===== src/rtl/hazard_scoreboard_pkg.sv =====
// rtl/hazard_scoreboard_pkg.sv - shared types and constants for the decode hazard scoreboard.
package hazard_scoreboard_pkg;

  localparam int REG_AW_DEFAULT = 5;
  // Entries store rd at a fixed width so the struct can be shared; REG_AW must not exceed it.
  localparam int RD_W_MAX = 8;

  localparam int FWD_RF  = 0;
  localparam int STG_EX  = 1;
  localparam int STG_MEM = 2;
  localparam int STG_WB  = 3;

  typedef struct packed {
    logic                v;
    logic [RD_W_MAX-1:0] rd;
    logic                ld;
  } entry_t;

endpackage


===== src/rtl/hazard_port_match.sv =====
// rtl/hazard_port_match.sv - youngest-producer search and load-use check for one decode read port.
module hazard_port_match
  import hazard_scoreboard_pkg::*;
#(
  parameter int DEPTH      = 3,
  parameter int LOAD_READY = 2,
  parameter int SEL_W      = $clog2(DEPTH + 1)
) (
  input  entry_t [DEPTH:1]      entries,
  input  logic [RD_W_MAX-1:0]   rs,
  input  logic                  rs_used,
  output logic [SEL_W-1:0]      sel,
  output logic                  hazard
);

  logic found;

  // Stage 1 is the youngest, so the first match in ascending order wins.
  always_comb begin
    sel    = SEL_W'(FWD_RF);
    hazard = 1'b0;
    found  = 1'b0;
    for (int k = 1; k <= DEPTH; k++) begin
      if (!found && entries[k].v && rs_used && (rs != '0) && (entries[k].rd == rs)) begin
        found  = 1'b1;
        sel    = SEL_W'(k);
        hazard = entries[k].ld && (k < LOAD_READY);
      end
    end
  end

endmodule


===== src/rtl/hazard_scoreboard.sv =====
// rtl/hazard_scoreboard.sv - shadow pipeline of in-flight writes driving forward selects and load-use stall.
module hazard_scoreboard
  import hazard_scoreboard_pkg::*;
#(
  parameter int NUM_RS     = 2,
  parameter int DEPTH      = 3,
  parameter int REG_AW     = REG_AW_DEFAULT,
  parameter int LOAD_READY = 2,
  parameter int SEL_W      = $clog2(DEPTH + 1)
) (
  input  logic                      clk,
  input  logic                      rst,
  input  logic                      id_valid,
  input  logic [NUM_RS*REG_AW-1:0]  id_rs,
  input  logic [NUM_RS-1:0]         id_rs_used,
  input  logic [REG_AW-1:0]         id_rd,
  input  logic                      id_regwrite,
  input  logic                      id_is_load,
  input  logic                      flush,
  output logic                      stall,
  output logic [NUM_RS*SEL_W-1:0]   fwd_sel,
  output logic [31:0]               stall_cycles
);

  entry_t [DEPTH:1] entry_q;
  entry_t [DEPTH:1] entry_d;
  logic [31:0]      stall_cycles_q;
  logic [31:0]      stall_cycles_d;
  logic [NUM_RS-1:0] port_hazard;

  for (genvar i = 0; i < NUM_RS; i++) begin : g_port
    hazard_port_match #(
      .DEPTH      (DEPTH),
      .LOAD_READY (LOAD_READY),
      .SEL_W      (SEL_W)
    ) u_match (
      .entries (entry_q),
      .rs      (RD_W_MAX'(id_rs[i*REG_AW +: REG_AW])),
      .rs_used (id_rs_used[i]),
      .sel     (fwd_sel[i*SEL_W +: SEL_W]),
      .hazard  (port_hazard[i])
    );
  end

  assign stall        = id_valid & ~flush & (|port_hazard);
  assign stall_cycles = stall_cycles_q;

  // Older stages always advance; a flush squashes the EX entry on its way to stage 2.
  always_comb begin
    entry_d       = entry_q;
    entry_d[1].v  = id_valid & id_regwrite & (id_rd != '0) & ~flush & ~stall;
    entry_d[1].rd = RD_W_MAX'(id_rd);
    entry_d[1].ld = id_is_load;
    for (int k = 2; k <= DEPTH; k++) begin
      entry_d[k] = entry_q[k-1];
      if (k == 2 && flush) begin
        entry_d[k].v = 1'b0;
      end
    end
  end

  always_comb begin
    stall_cycles_d = stall_cycles_q;
    if (stall && (stall_cycles_q != 32'hFFFF_FFFF)) begin
      stall_cycles_d = stall_cycles_q + 32'd1;
    end
  end

  always_ff @(posedge clk) begin
    if (rst) begin
      entry_q        <= '0;
      stall_cycles_q <= '0;
    end else begin
      entry_q        <= entry_d;
      stall_cycles_q <= stall_cycles_d;
    end
  end

endmodule


===== config.mk =====
export PLATFORM = sky130hd
export DESIGN_NAME = hazard_scoreboard
export DESIGN_NICKNAME = d
export VERILOG_FILES = /design/src/rtl/hazard_scoreboard_pkg.sv /design/src/rtl/hazard_port_match.sv /design/src/rtl/hazard_scoreboard.sv
export SDC_FILE = /design/constraint.sdc
export NUM_CORES = 1
export LEC_CHECK = 0
export ABC_CLOCK_PERIOD_IN_PS = 2510
export CAP_MARGIN = 10
export CORE_MARGIN = 8
export CORE_UTILIZATION = 50
export CTS_CLUSTER_DIAMETER = 60
export DETAILED_ROUTE_END_ITERATION = 8
export PLACE_DENSITY = 0.79
export SYNTH_ARGS = -nofsm -noshare
export SYNTH_HDL_FRONTEND = slang
export SYNTH_SLANG_ARGS = --single-unit

===== constraint.sdc =====
create_clock -name clk -period 2.51 [get_ports clk]
set_input_delay 0.6275 -clock clk [delete_from_list [all_inputs] [get_ports clk]]
set_output_delay 0.6275 -clock clk [all_outputs]
set_load 0.01 [all_outputs]

==> out/qor.csv <==
metric;value;unit
global route overflow;0;
Final Net Count;431;
Synth cell types;44;
Worst-Skew Late Latency;310;ps
post-synthesis compound-gate area fraction;12.6;%
final instance area;3790;sq um
Ys Warns;0;
remaining routing DRC violations;0;
core area;5370;sq um
Area Overhead vs Synth;39.3;%
Initial Util;50.7;%
Cell Area, Synth;2720;sq um
Placed Area;3580;sq um
Finish-stage setup viols;5;
most frequent CP cell;buf_6;
Leak;0.00134;uW
peak supply drop;0.000291;V
Critical Path End Type;primary output;
WHS Path Cells;1;
failing checks;negative setup slack;
worst path buffer plus inverter count;3;
Worst Hold Class;register to register;
Worst EP required;1880;ps
WL/cell;15.2;um
Crit Path Max Fanout;3;
Reg2Reg Depth;8;
vias in the first global route;2539;
clock-pin transition on the worst setup and hold timing paths;90;ps
RSZ-0062 raised after global routing;yes;
CP arrival;2000;ps
Finished Core Util;70.6;%
Pre-Repair DR Iteration Count;4;
Ports;60;
first-pass GRT wire length;12100;um
crit-path max cell delay;540;ps
via/cell ratio;5.41;
Synth Area in Adders;0.460;%
GRT Total Usage;17.7;%
initial antenna violation count;0;
Die Wd;89.8;um
DR iter-0 viols;181;
Post-Synth XOR/XNOR Area;10.3;%
Final Hold Violating Endpoints;0;
commonest non-fill, non-tap cell in the layout;dfxtp_1;
Worst path top cell family by delay;simple AND/OR/NAND/NOR gates;
max_cap viols;0;
top cell type's share of synthesized area;37.5;%
Die ar.;8060;sq um
setup slack, reg-to-reg;280;ps
Hold Startpoint;entry_d[29];
final wirelength;7260;um
Max Freq;381;MHz
setup clock skew after layout;8.42;ps
die height;89.8;um
Final Max Tran Viols;0;
dominant cells by area after synthesis;dfxtp_1 38%, xnor2_1 7.4%, nor2b_1 6.2%, nand3_1 3.9%, nor2_1 3.4%;
placer congestion estimate;0.919;
Post-Syn Instances;313;
power density over cell area;405;nW/um^2
Mean Syn Cell Area;8.69;sq um
Tightest Pin Transition;882;ps
syn_nets;337;
Tmin final;2630;ps
area leader, netlist;dfxtp_1;
mux cell area share after synthesis;3.95;%
TritonCTS clock tree;done;
row count;27;
Final WS setup;-116;ps
Final period util;105;%
startpoint types;primary input;
relative max-transition margin;41.2;%
outcome;finished, violations left;
layout cell share with drive strength beyond 1;21.4;%
main combinational cell family by area after synthesis;simple AND/OR/NAND/NOR gates;
WHS Endpoint;entry_q[29];
number of routed nets with antenna violations;0;
Buffers on Ports;59;
Root Buffer;clkbuf_8;
CP max-delay cell;or4_4;
largest net degree at the start of global routing;53;
sequential cell area fraction in the yosys report;37.5;%
Max clock buf depth;2;
dpl hpwl;5370;um
total via count in the routed design;2592;
H-tree depth;2;
# diodes;0;
reg-to-reg endpoint;stall_cycles[30];
RR Startpoint;entry_d[11];
critical path type;primary input to primary output;
Num Clock Sinks;51;
Filler cells;419;
total CTS buffers;5;
worst-path cell chain;buf_6, or4_4, o21ai_4, buf_6, nor2_4, nand3_2, o21ai_1, nor2b_1, buf_2;
most frequent cells in the layout;51 x dfxtp_1, 43 x clkdlybuf4s50_1, 32 x buf_4, 27 x nor2b_1, 24 x nor2_1;
synthesized flop and latch total;51;
Post-Synth Simple-Gate Area;32.1;%
[worst reg2reg max path, stage by stage, from the launching register on]
cell and delay, ps:
dfxtp_1 420, xnor2_1 150, nand4_1 210, nor3_4 290
o21ai_2 110, buf_4 140, buf_4 140, or4_1 510
a21oi_1 180
[where the power goes]
part / total [uW] / internal, uW / switching, uW / leakage, uW
clock: 553 / 292 / 260 / 0.0000513
sequential: 831 / 820 / 11.0 / 0.000414
combinational: 151 / 82.5 / 68.1 / 0.000872
total: 1530 / 1190 / 339 / 0.00134
[cell usage after synthesis]
cell type	n
nor3_4	2
inv_1	8
nor2_1	25
buf_6	2
o21ai_2	1
o2111ai_2	1
mux2i_1	1
nand4b_1	2
nor2_2	1
clkbuf_2	1
xor2_1	9
nand3_1	21
clkbuf_1	7
o211ai_4	1
and4_1	1
o31ai_1	6
and2b_2	1
or4_1	11
nor3_1	6
nor3b_1	1
mux2_2	5
o21ai_0	17
mux2_1	1
dfxtp_1	51
nand4_1	11
o21bai_1	2
nor3_2	1
a21oi_1	18
nor2b_1	27
ha_1	1
nor4_2	1
o211ai_2	1
or3_1	11
mux2_4	2
nor4_1	6
o2111ai_1	1
and3_1	2
or2_2	1
or4_4	2
o21ai_4	2
xnor2_1	23
nand2_1	17
o41ai_1	1
and3b_1	1
[logic make-up (layout without fill, tap and decap cells)]
| kind of cell | Yosys count | count (layout) |
|---|---|---|
| XOR/XNOR | 32 | 32 |
| multiplexers | 9 | 9 |
| flip-flops | 51 | 51 |
| buffers and inverters | 18 | 112 |
| adder cells (fa/ha/maj) | 1 | 1 |
| AO/OA/AOI/OAI | 51 | 51 |
| AND/OR/NAND/NOR | 151 | 151 |
[how the worst max path moves through the flow]
stage	end	from	cells past startpoint
3_5_place_dp	fwd_sel[3]	id_rs[5]	8
5_1_grt	fwd_sel[1]	id_rs[4]	9
4_1_cts	fwd_sel[1]	id_rs[2]	9
6_report	fwd_sel[1]	id_rs[4]	9
3_3_place_gp	fwd_sel[3]	id_rs[5]	8
2_1_floorplan	stall	id_rs[5]	5
[state kept, by name, summed over array words and instances (netlist names)]
signal	flops
entry_d	12
entry_q	7
stall_cycles	32
[through the flow]
step / TNS (ps) / cells / worst slack [ps] / hold WS [ps] / power (uW)
2_1_floorplan: 0 / 313 / 103 / 459 / 914
3_3_place_gp: -16040 / 466 / -798 / 482 / 992
3_5_place_dp: -17890 / 466 / -811 / 484 / 996
4_1_cts: -456 / 477 / -123 / 495 / 1540
5_1_grt: -785 / 479 / -155 / 513 / 1600
6_report: -376 / 479 / -116 / 489 / 1530
[what timing repair did]
action                                 in CTS  in global routing
resized for setup                          63                 17
setup endpoints to repair                  37                 19
pin swaps                                  10                  8
hold buffers                                0                  0
setup buffers                               4                  2
endpoints found under the hold margin       0                  0
[final cells by class]
cell class / count / area, sq um / share of cell area (%)
Timing Repair Buffer: 97 / 858 / 22.6
Sequential cell: 51 / 1020 / 26.9
Inverter: 8 / 30.0 / 0.792
Clock buffer: 6 / 72.6 / 1.91
Multi-Input combinational cell: 244 / 1690 / 44.6
Clock inverter: 1 / 30.0 / 0.792
Tap cell: 72 / 90.1 / 2.38
[layer usage]
layer,part of all wire (%),vias to the layer above,GRT usage (%)
met3,4.5,6,4.16
met4,1.1,0,5.08
met1,44,1220,20.8
met2,50,61,31.2
met5,0,-,0
li1,-,1305,-
No activity file was read; power rests on OpenSTA's default activity.
